--- config.mk ---
export PLATFORM = sky130hd
export DESIGN_NAME = vga_frame_reader
export DESIGN_NICKNAME = d
export VERILOG_FILES = /design/src/rtl/vga_timing_pkg.sv /design/src/rtl/vga_sync_counter.sv /design/src/rtl/vga_frame_reader.sv
export SDC_FILE = /design/constraint.sdc
export NUM_CORES = 1
export LEC_CHECK = 0
export CAP_MARGIN = 20
export CORE_MARGIN = 2
export CORE_UTILIZATION = 46
export DETAILED_ROUTE_END_ITERATION = 6
export PLACE_DENSITY = 0.83
export SYNTH_ARGS = -nofsm -noshare
export SYNTH_HDL_FRONTEND = slang
export SYNTH_SLANG_ARGS = --single-unit
--- constraint.sdc ---
create_clock -name pclk -period 2.9 [get_ports pclk]
set_input_delay 0.58 -clock pclk [delete_from_list [all_inputs] [get_ports pclk]]
set_output_delay 0.58 -clock pclk [all_outputs]
set_load 0.01 [all_outputs]
--- src/rtl/vga_timing_pkg.sv ---
// 640x480@60 VGA timing constants and frame-buffer geometry shared by the display reader.
package vga_timing_pkg;

  localparam int unsigned H_VISIBLE = 640;
  localparam int unsigned H_FP      = 16;
  localparam int unsigned H_SYNC    = 96;
  localparam int unsigned H_BP      = 48;
  localparam int unsigned H_TOTAL   = H_VISIBLE + H_FP + H_SYNC + H_BP;

  localparam int unsigned V_VISIBLE = 480;
  localparam int unsigned V_FP      = 10;
  localparam int unsigned V_SYNC    = 2;
  localparam int unsigned V_BP      = 33;
  localparam int unsigned V_TOTAL   = V_VISIBLE + V_FP + V_SYNC + V_BP;

  localparam int unsigned FB_WIDTH  = 320;
  localparam int unsigned FB_HEIGHT = 240;

  localparam int unsigned CNT_W     = 10;
  localparam int unsigned ADDR_W    = 17;
  localparam int unsigned PIX_W     = 16;

  typedef struct packed {
    logic [4:0] r;
    logic [5:0] g;
    logic [4:0] b;
  } rgb565_t;

endpackage

--- src/rtl/vga_sync_counter.sv ---
// Free-running VGA pixel/line counters with undelayed sync and active-area flags.
module vga_sync_counter #(
  parameter int unsigned H_VISIBLE = vga_timing_pkg::H_VISIBLE,
  parameter int unsigned V_VISIBLE = vga_timing_pkg::V_VISIBLE
) (
  input  logic                             pclk,
  input  logic                             reset,
  output logic [vga_timing_pkg::CNT_W-1:0] h_cnt,
  output logic [vga_timing_pkg::CNT_W-1:0] v_cnt,
  output logic                             h_sync_c,
  output logic                             v_sync_c,
  output logic                             active_c
);
  import vga_timing_pkg::*;

  localparam int unsigned H_SYNC_START = vga_timing_pkg::H_VISIBLE + H_FP;
  localparam int unsigned H_SYNC_END   = H_SYNC_START + H_SYNC;
  localparam int unsigned V_SYNC_START = vga_timing_pkg::V_VISIBLE + V_FP;
  localparam int unsigned V_SYNC_END   = V_SYNC_START + V_SYNC;

  always_ff @(posedge pclk or posedge reset) begin
    if (reset) begin
      h_cnt <= '0;
      v_cnt <= '0;
    end else if (h_cnt == CNT_W'(H_TOTAL - 1)) begin
      h_cnt <= '0;
      v_cnt <= (v_cnt == CNT_W'(V_TOTAL - 1)) ? '0 : v_cnt + CNT_W'(1);
    end else begin
      h_cnt <= h_cnt + CNT_W'(1);
    end
  end

  // Syncs are active low inside their windows; active area is the visible rectangle.
  always_comb begin
    h_sync_c = !((h_cnt >= CNT_W'(H_SYNC_START)) && (h_cnt < CNT_W'(H_SYNC_END)));
    v_sync_c = !((v_cnt >= CNT_W'(V_SYNC_START)) && (v_cnt < CNT_W'(V_SYNC_END)));
    active_c = (h_cnt < CNT_W'(H_VISIBLE)) && (v_cnt < CNT_W'(V_VISIBLE));
  end

endmodule

--- src/rtl/vga_frame_reader.sv ---
// Reads the 320x240 RGB565 frame buffer with 2x2 upscale and drives 640x480 VGA pins as RGB444.
module vga_frame_reader #(
  parameter int unsigned RD_LATENCY = 1,
  parameter int unsigned H_VISIBLE  = vga_timing_pkg::H_VISIBLE,
  parameter int unsigned V_VISIBLE  = vga_timing_pkg::V_VISIBLE
) (
  input  logic        pclk,
  input  logic        reset,
  output logic        oe,
  output logic [16:0] rAddr,
  input  logic [15:0] rData,
  output logic        h_sync,
  output logic        v_sync,
  output logic        de,
  output logic [3:0]  red,
  output logic [3:0]  green,
  output logic [3:0]  blue,
  output logic        frame_start
);
  import vga_timing_pkg::*;

  localparam int unsigned DEPTH = RD_LATENCY + 1;

  logic [CNT_W-1:0] h_cnt;
  logic [CNT_W-1:0] v_cnt;
  logic             h_sync_raw;
  logic             v_sync_raw;
  logic             active;
  logic [DEPTH-1:0] hs_sr;
  logic [DEPTH-1:0] vs_sr;
  logic [DEPTH-1:0] de_sr;
  rgb565_t          pix;
  logic             unused_lsbs;

  vga_sync_counter #(
    .H_VISIBLE (H_VISIBLE),
    .V_VISIBLE (V_VISIBLE)
  ) u_sync_counter (
    .pclk     (pclk),
    .reset    (reset),
    .h_cnt    (h_cnt),
    .v_cnt    (v_cnt),
    .h_sync_c (h_sync_raw),
    .v_sync_c (v_sync_raw),
    .active_c (active)
  );

  // Halving both counters repeats each buffer pixel over a 2x2 screen block.
  assign oe    = active && !reset;
  assign rAddr = active ? (ADDR_W'(v_cnt[CNT_W-1:1]) * ADDR_W'(FB_WIDTH) + ADDR_W'(h_cnt[CNT_W-1:1]))
                        : '0;

  always_ff @(posedge pclk or posedge reset) begin
    if (reset) begin
      hs_sr <= '1;
      vs_sr <= '1;
      de_sr <= '0;
    end else begin
      hs_sr <= {hs_sr[DEPTH-2:0], h_sync_raw};
      vs_sr <= {vs_sr[DEPTH-2:0], v_sync_raw};
      de_sr <= {de_sr[DEPTH-2:0], active};
    end
  end

  assign h_sync = hs_sr[DEPTH-1];
  assign v_sync = vs_sr[DEPTH-1];
  assign de     = de_sr[DEPTH-1];

  assign pix         = rgb565_t'(rData);
  assign unused_lsbs = ^{pix.r[0], pix.g[1:0], pix.b[0]};

  // rData lines up with the stage one short of the pins; register it there or blank to black.
  always_ff @(posedge pclk or posedge reset) begin
    if (reset) begin
      red   <= '0;
      green <= '0;
      blue  <= '0;
    end else if (de_sr[DEPTH-2]) begin
      red   <= pix.r[4:1];
      green <= pix.g[5:2];
      blue  <= pix.b[4:1];
    end else begin
      red   <= '0;
      green <= '0;
      blue  <= '0;
    end
  end

  always_ff @(posedge pclk or posedge reset) begin
    if (reset) frame_start <= 1'b0;
    else       frame_start <= (h_cnt == '0) && (v_cnt == '0);
  end

endmodule

==> results of run 1 <==
[synthesized netlist by cell type (3+ instances only)]
master,count,area share
xor2_1,9,0.033
or3_1,3,0.0079
ha_1,21,0.11
nor3_1,3,0.0063
dfstp_2,4,0.044
o21ai_0,6,0.013
a21oi_1,4,0.0084
nand4_1,7,0.018
nor4_1,6,0.016
clkbuf_1,3,0.0047
dfrtp_1,35,0.37
inv_1,9,0.014
nor2_1,25,0.039
nand2b_1,4,0.010
and2_1,21,0.055
nand3_1,6,0.013
xnor2_1,12,0.044
nand2_1,14,0.022
a21o_1,3,0.0094
and3_1,5,0.013
o21ai_1,7,0.015
[power by group through the flow]
stage,sequential [mW],clock [mW],combinational [mW]
final,0.554,0.442,0.0578
after global routing,0.555,0.468,0.0632
after CTS,0.554,0.451,0.0594
after detailed placement,0.565,0,0.0596
after global placement,0.564,0,0.0580
after floorplan,0.570,0,0.0143
[metrics by stage]
stage / area, µm² / instances / util / hold slack, ns
floorplan: 2460 / 241 / - / 0.345
global placement: 3270 / 389 / 0.643 / 0.346
detailed placement: 3270 / 389 / 0.643 / 0.347
CTS: 3510 / 402 / 0.692 / 0.358
global route: 3580 / 406 / 0.705 / 0.362
finish: 3580 / 406 / 0.705 / 0.358
[cell families (layout without fill, tap and decap cells)]
group                    Yosys count  count (layout)  synth area share
buffers and inverters             16             111            0.0319
XOR/XNOR                          21              21            0.0769
AO/OA/AOI/OAI                     33              33            0.0926
flip-flops                        39              39             0.410
AND/OR/NAND/NOR                  107             107             0.253
adder cells (fa/ha/maj)           23              23             0.127
multiplexers                       2               2           0.00837
[worst max-delay path: cells and delay by family, from the launching register on]
family	cells	cell delay (ns)
adder cells (fa/ha/maj)	3	0.80
AO/OA/AOI/OAI	2	0.71
flip-flops	1	0.43
buffers and inverters	2	0.35
multiplexers	1	0.17
AND/OR/NAND/NOR	2	0.14
[final cells by class]
type	instances	area share
Tap cell	70	0.0245
Sequential cell	39	0.275
Clock buffer	5	0.0192
Multi-Input combinational cell	186	0.445
Inverter	10	0.0112
Clock inverter	3	0.0122
Timing Repair Buffer	93	0.213
[flip-flops by register name (all words and copies together) (netlist names)]
signal,flops
u_sync_counter.h_cnt,10
u_sync_counter.v_cnt,10
blue,4
green,4
red,4
de_sr,2
hs_sr,2
vs_sr,2
frame_start,1
[routing by layer]
layer	vias to the layer above	wire length, µm
met4	0	131
met3	12	285
li1	1032	-
met1	1036	2460
met2	73	3220
met5	-	0
[worst max path at each step]
stage          depth (start not counted)        end                    start  slack, ns
6_report                              10  rAddr[16]  u_sync_counter.v_cnt[2]      -0.56
5_1_grt                               10  rAddr[16]  u_sync_counter.v_cnt[2]      -0.65
4_1_cts                                9  rAddr[14]  u_sync_counter.v_cnt[2]      -0.51
3_5_place_dp                           9  rAddr[15]  u_sync_counter.v_cnt[2]      -0.68
3_3_place_gp                           9  rAddr[15]  u_sync_counter.v_cnt[2]      -0.62
2_1_floorplan                          8  rAddr[14]  u_sync_counter.v_cnt[2]      -0.13
[repair_timing]
action | CTS | global route
pin swaps | 15 | 13
setup buffers | 7 | 4
setup endpoints to repair | 18 | 15
gates resized for setup | 75 | 29
==> metrics.txt, run 1 <==
Num CTS Buffers=5; TritonCTS clock tree=yes; Hold/Removal Path Class=reg2reg; endpoints failing setup=6; crit path DAT=about 2.9 ns; startpoint types=flip-flop; Clock transition at path regs=0.08 ns; R2R setup slack=0.74 ns; die width=between 70 and 80 µm; initial antenna violation count=0; Slew Limit Headroom=0.659; register area share after synthesis=0.410; DR DRC count=0; Clock Power Share=0.420; Worst Hold Depth=0; CP endpoint kind=output pin; MaxCap Viol Count=0; type of the worst setup path=reg2out; clk_lat worst skew=between 0.2 and 0.3 ns; # rows=26; setup_tns=-1.98 ns; vias=2153; Routed WL=6.10 mm; Syn Nets=~280; fin crit share=1.19; number of flops mapped to enable cells by yosys=0; # diodes=0; Initial DRT Pass Iterations=4; R2R depth=6; Tot Pwr=roughly 1.1 mW; Reg2Reg Launch Point=u_sync_counter.v_cnt[7]; pwr dens=295 nW/µm²; die area=about 5800 µm²; storage element area=about 1000 µm²; f_max=289 MHz; vias in the first global route=2145; Tot GR Track Use=0.210; DRT iter0 DRCs=172; Post-CTS Hold Fix Bufs=0; Async S/R FF share, synth=1.00; layout cells sized above 1=0.342; end of the worst hold path=vs_sr[1]; global-route wire length before repair=between 9 and 10 mm; WL per Instance=~15 µm; GR Util met2=0.380; Top Usage Layer GRT=met2; clk sinks=39; pre-CTS setup slack=-0.680 ns; clock skew=around 0.0065 ns; mapped cell area=approximately 2400 µm²; Yosys cell types=46; met3 track utilization from global routing=0.0320; FF+latch count, synth=39; slowest CP cell=dfrtp_2; Syn. warnings=0; RSZ-0062 raised after global routing=yes; max incr delay on CP=around 0.43 ns; Slew Limit Fails=0; HP Start=vs_sr[0]; Top FF cell, synth=dfrtp_1; grt total ovfl=0; most common cell after layout, fill and taps aside=buf_4; sw power=~0.21 mW; largest net degree at the start of global routing=40; H-tree depth=2; Tmin final=roughly 3.5 ns; Vias/cell=~5.3; Combinational Power Share=0.055; Die Y=between 70 and 80 µm; io pins=52; failing checks=negative setup slack; Avg Cell Area, Syn=slightly below 10 µm²; Sw Share=0.200; PortBufs=47; area grow syn2layout=49.6%; clock tree buffer depth=2; Worst path most repeated cell=ha_4; Initial Utilization=0.471; PnR worst setup slack=-0.558 ns; # fillers=383; Final Hold Fails=0; Reg power frac=0.526; ANT nets after route=0; routability cong.=roughly 0.9; met1 Resource Use GR=0.247; Worst EP required=between 2 and 2.5 ns; HPWL Detailed=between 4 and 5 mm; Root Driver=clkbuf_8; nets=376; P_leak=1.67 nW; most frequent cells in the layout=40 x buf_4, 32 x dfrtp_1, 29 x clkdlybuf4s50_1, 23 x nor2_1, 20 x and2_1; RR Endpoint=u_sync_counter.v_cnt[1]; core area=5070 µm²; worst path cell trace=ha_4 -> ha_4 -> fa_2 -> a211oi_4 -> nor4_2 -> a2111oi_4 -> buf_4 -> nor4_4 -> mux2i_1 -> buf_2; status=finished, violations left; peak supply drop=~230 µV; cells after synthesis=around 240; Slew @ Worst Pin=about 0.51 ns; worst-path maximum fanout=3; area of the multi-input gates=around 1600 µm²; Cell Int Power=about 0.84 mW
Power figures use the tool's default switching activity.
==> inputs of run 2 (changes only) <==
--- a/config.mk
+++ b/config.mk
@@ -9,7 +9,8 @@
 export CORE_MARGIN = 2
 export CORE_UTILIZATION = 46
 export DETAILED_ROUTE_END_ITERATION = 6
-export PLACE_DENSITY = 0.83
+export PLACE_DENSITY = 0.76
+export SKIP_LAST_GASP = 1
 export SYNTH_ARGS = -nofsm -noshare
 export SYNTH_HDL_FRONTEND = slang
 export SYNTH_SLANG_ARGS = --single-unit
==> metrics.txt, run 2 (same netlist as run 1, synthesis figures left out) <==
status=finished, violations left; failing checks=negative setup slack; WP depth=10; sw power=0.215 mW; hold slack=~0.36 ns; clock skew=roughly 0.0044 ns; pwr dens=between 300 and 400 nW/µm²; WP buf/inv=2; placed inst area=3290 µm²; P_leak=1.69 nW; Slew Limit Fails=0; startpoint types=flip-flop; slowest CP cell=dfrtp_2; Worst path most repeated cell=ha_4; worst-path maximum fanout=3; initial antenna violation count=0; global-route wire length before repair=roughly 10 mm; vias=approximately 2100; PortBufs=47; Initial DRT Pass Iterations=4; Tmin final=roughly 3.5 ns; fin crit share=1.22; Slew Limit Headroom=0.635; die area=between 5000 and 6000 µm²; DRT iter0 DRCs=~170; # fillers=between 400 and 500; # rows=26; R2R depth=7; Combinational Power Share=0.050; Vias/cell=between 5 and 6; area grow syn2layout=47.7%; CP endpoint kind=output pin; routability cong.=roughly 0.83; Root Driver=clkbuf_8; largest net degree at the start of global routing=40; Slew @ Worst Pin=0.543 ns; type of the worst setup path=reg2out; vias in the first global route=approximately 2100; Initial Utilization=0.471; io pins=between 50 and 60; die width=~76 µm; Final Hold Fails=0; Clock Power Share=0.466; layout cells sized above 1=0.323; peak supply drop=between 200 and 250 µV; Clock transition at path regs=0.07 ns; Worst Hold Depth=0; TritonCTS clock tree=yes; Crit path max-delay family=adder cells; Hold/Removal Path Class=reg2reg; Post-CTS Hold Fix Bufs=0; endpoints failing setup=6; worst path cell trace=ha_4 -> ha_4 -> fa_2 -> xor2_2 -> nand4_1 -> or3_4 -> buf_4 -> nor4_4 -> mux2i_1 -> buf_2; clk_lat worst skew=approximately 0.29 ns; largest registers=u_sync_counter.h_cnt: 10 flops, u_sync_counter.v_cnt: 10 flops; RSZ-0062 raised after global routing=yes; crit path DAT=around 3 ns; HPWL Detailed=between 4 and 5 mm; Reg power frac=0.483; Sw Share=0.188; Num CTS Buffers=5; PnR worst setup slack=-0.631 ns; pre-CTS setup slack=-0.729 ns; max incr delay on CP=~0.44 ns; clock tree buffer depth=2; core area=5070 µm²; Worst EP required=2.32 ns; most common cell after layout, fill and taps aside=buf_4; clk sinks=39; Tot GR Track Use=0.220; Tot Pwr=about 1.1 mW; Die Y=around 76 µm; most frequent cells in the layout=42 x buf_4, 33 x dfrtp_1, 29 x clkdlybuf4s50_1, 22 x nor2_1, 19 x and2_1; H-tree depth=2; nets=377; design area=~3500 µm²; ANT nets after route=0; DR DRC count=0; Routed WL=6.09 mm; f_max=283 MHz; # diodes=0; Cell Int Power=around 0.93 mW; WL per Instance=about 15 µm; MaxCap Viol Count=0; grt total ovfl=0
==> run 2: cell types whose count changed in the layout (fill, tap and decap cells not counted), sizes merged <==
cell,before,now
clkbuf,11,6
buf,58,65
clkinv,2,0
bufinv,1,2
==> run 2: final timing paths <==
| kind | end | from | slack, ns |
|---|---|---|---|
| max reg2reg | u_sync_counter.v_cnt[3] | u_sync_counter.v_cnt[7] | 0.75 |
| min | vs_sr[1] | vs_sr[0] | 0.36 |
| max in group asynchronous | u_sync_counter.v_cnt[2] | reset | 1.79 |
| min in group asynchronous | u_sync_counter.v_cnt[3] | reset | 0.73 |
| min reg2reg | vs_sr[1] | vs_sr[0] | 0.36 |
| max | rAddr[16] | u_sync_counter.v_cnt[2] | -0.63 |
==> run 2: timing repair <==
action | 4_1_cts | 5_1_grt
setup buffers | 10 | 2
pin swaps | 15 | 16
resized for setup | 87 | 13
setup endpoints to repair | 18 | 14
==> run 2: per-layer routing <==
layer	vias up	track usage	wire, µm
li1	1031	-	-
met1	1023	0.272	2610
met2	60	0.401	3150
met3	9	0.0284	225
met4	0	0.0673	103
met5	-	0	0
==> run 2: metrics by stage <==
step                      utilization  cells  setup TNS (ns)
after floorplan                     -    241          -0.324
after detailed placement        0.648    392           -3.34
final                           0.696    407           -2.40
after global routing            0.696    407           -3.05
after CTS                       0.696    407           -2.34
after global placement          0.648    392           -2.91
==> run 2: final cells by class <==
| class | instances | area (µm²) | share of cell area |
|---|---|---|---|
| tap | 70 | 87.6 | 0.0248 |
| inverter | 10 | 37.5 | 0.0106 |
| sequential | 39 | 983 | 0.278 |
| clock inverter | 2 | 60.1 | 0.0170 |
| clock buffer | 6 | 72.6 | 0.0205 |
| multi-input combinational | 186 | 1530 | 0.433 |
| timing repair buffer | 94 | 761 | 0.215 |
==> run 2: power by group through the flow <==
stage	sequential, mW	combinational (mW)	clock (mW)
finish	0.554	0.0575	0.535
global placement	0.564	0.0582	0
detailed placement	0.564	0.0593	0
global route	0.555	0.0625	0.564
CTS	0.554	0.0595	0.542
floorplan	0.570	0.0143	0
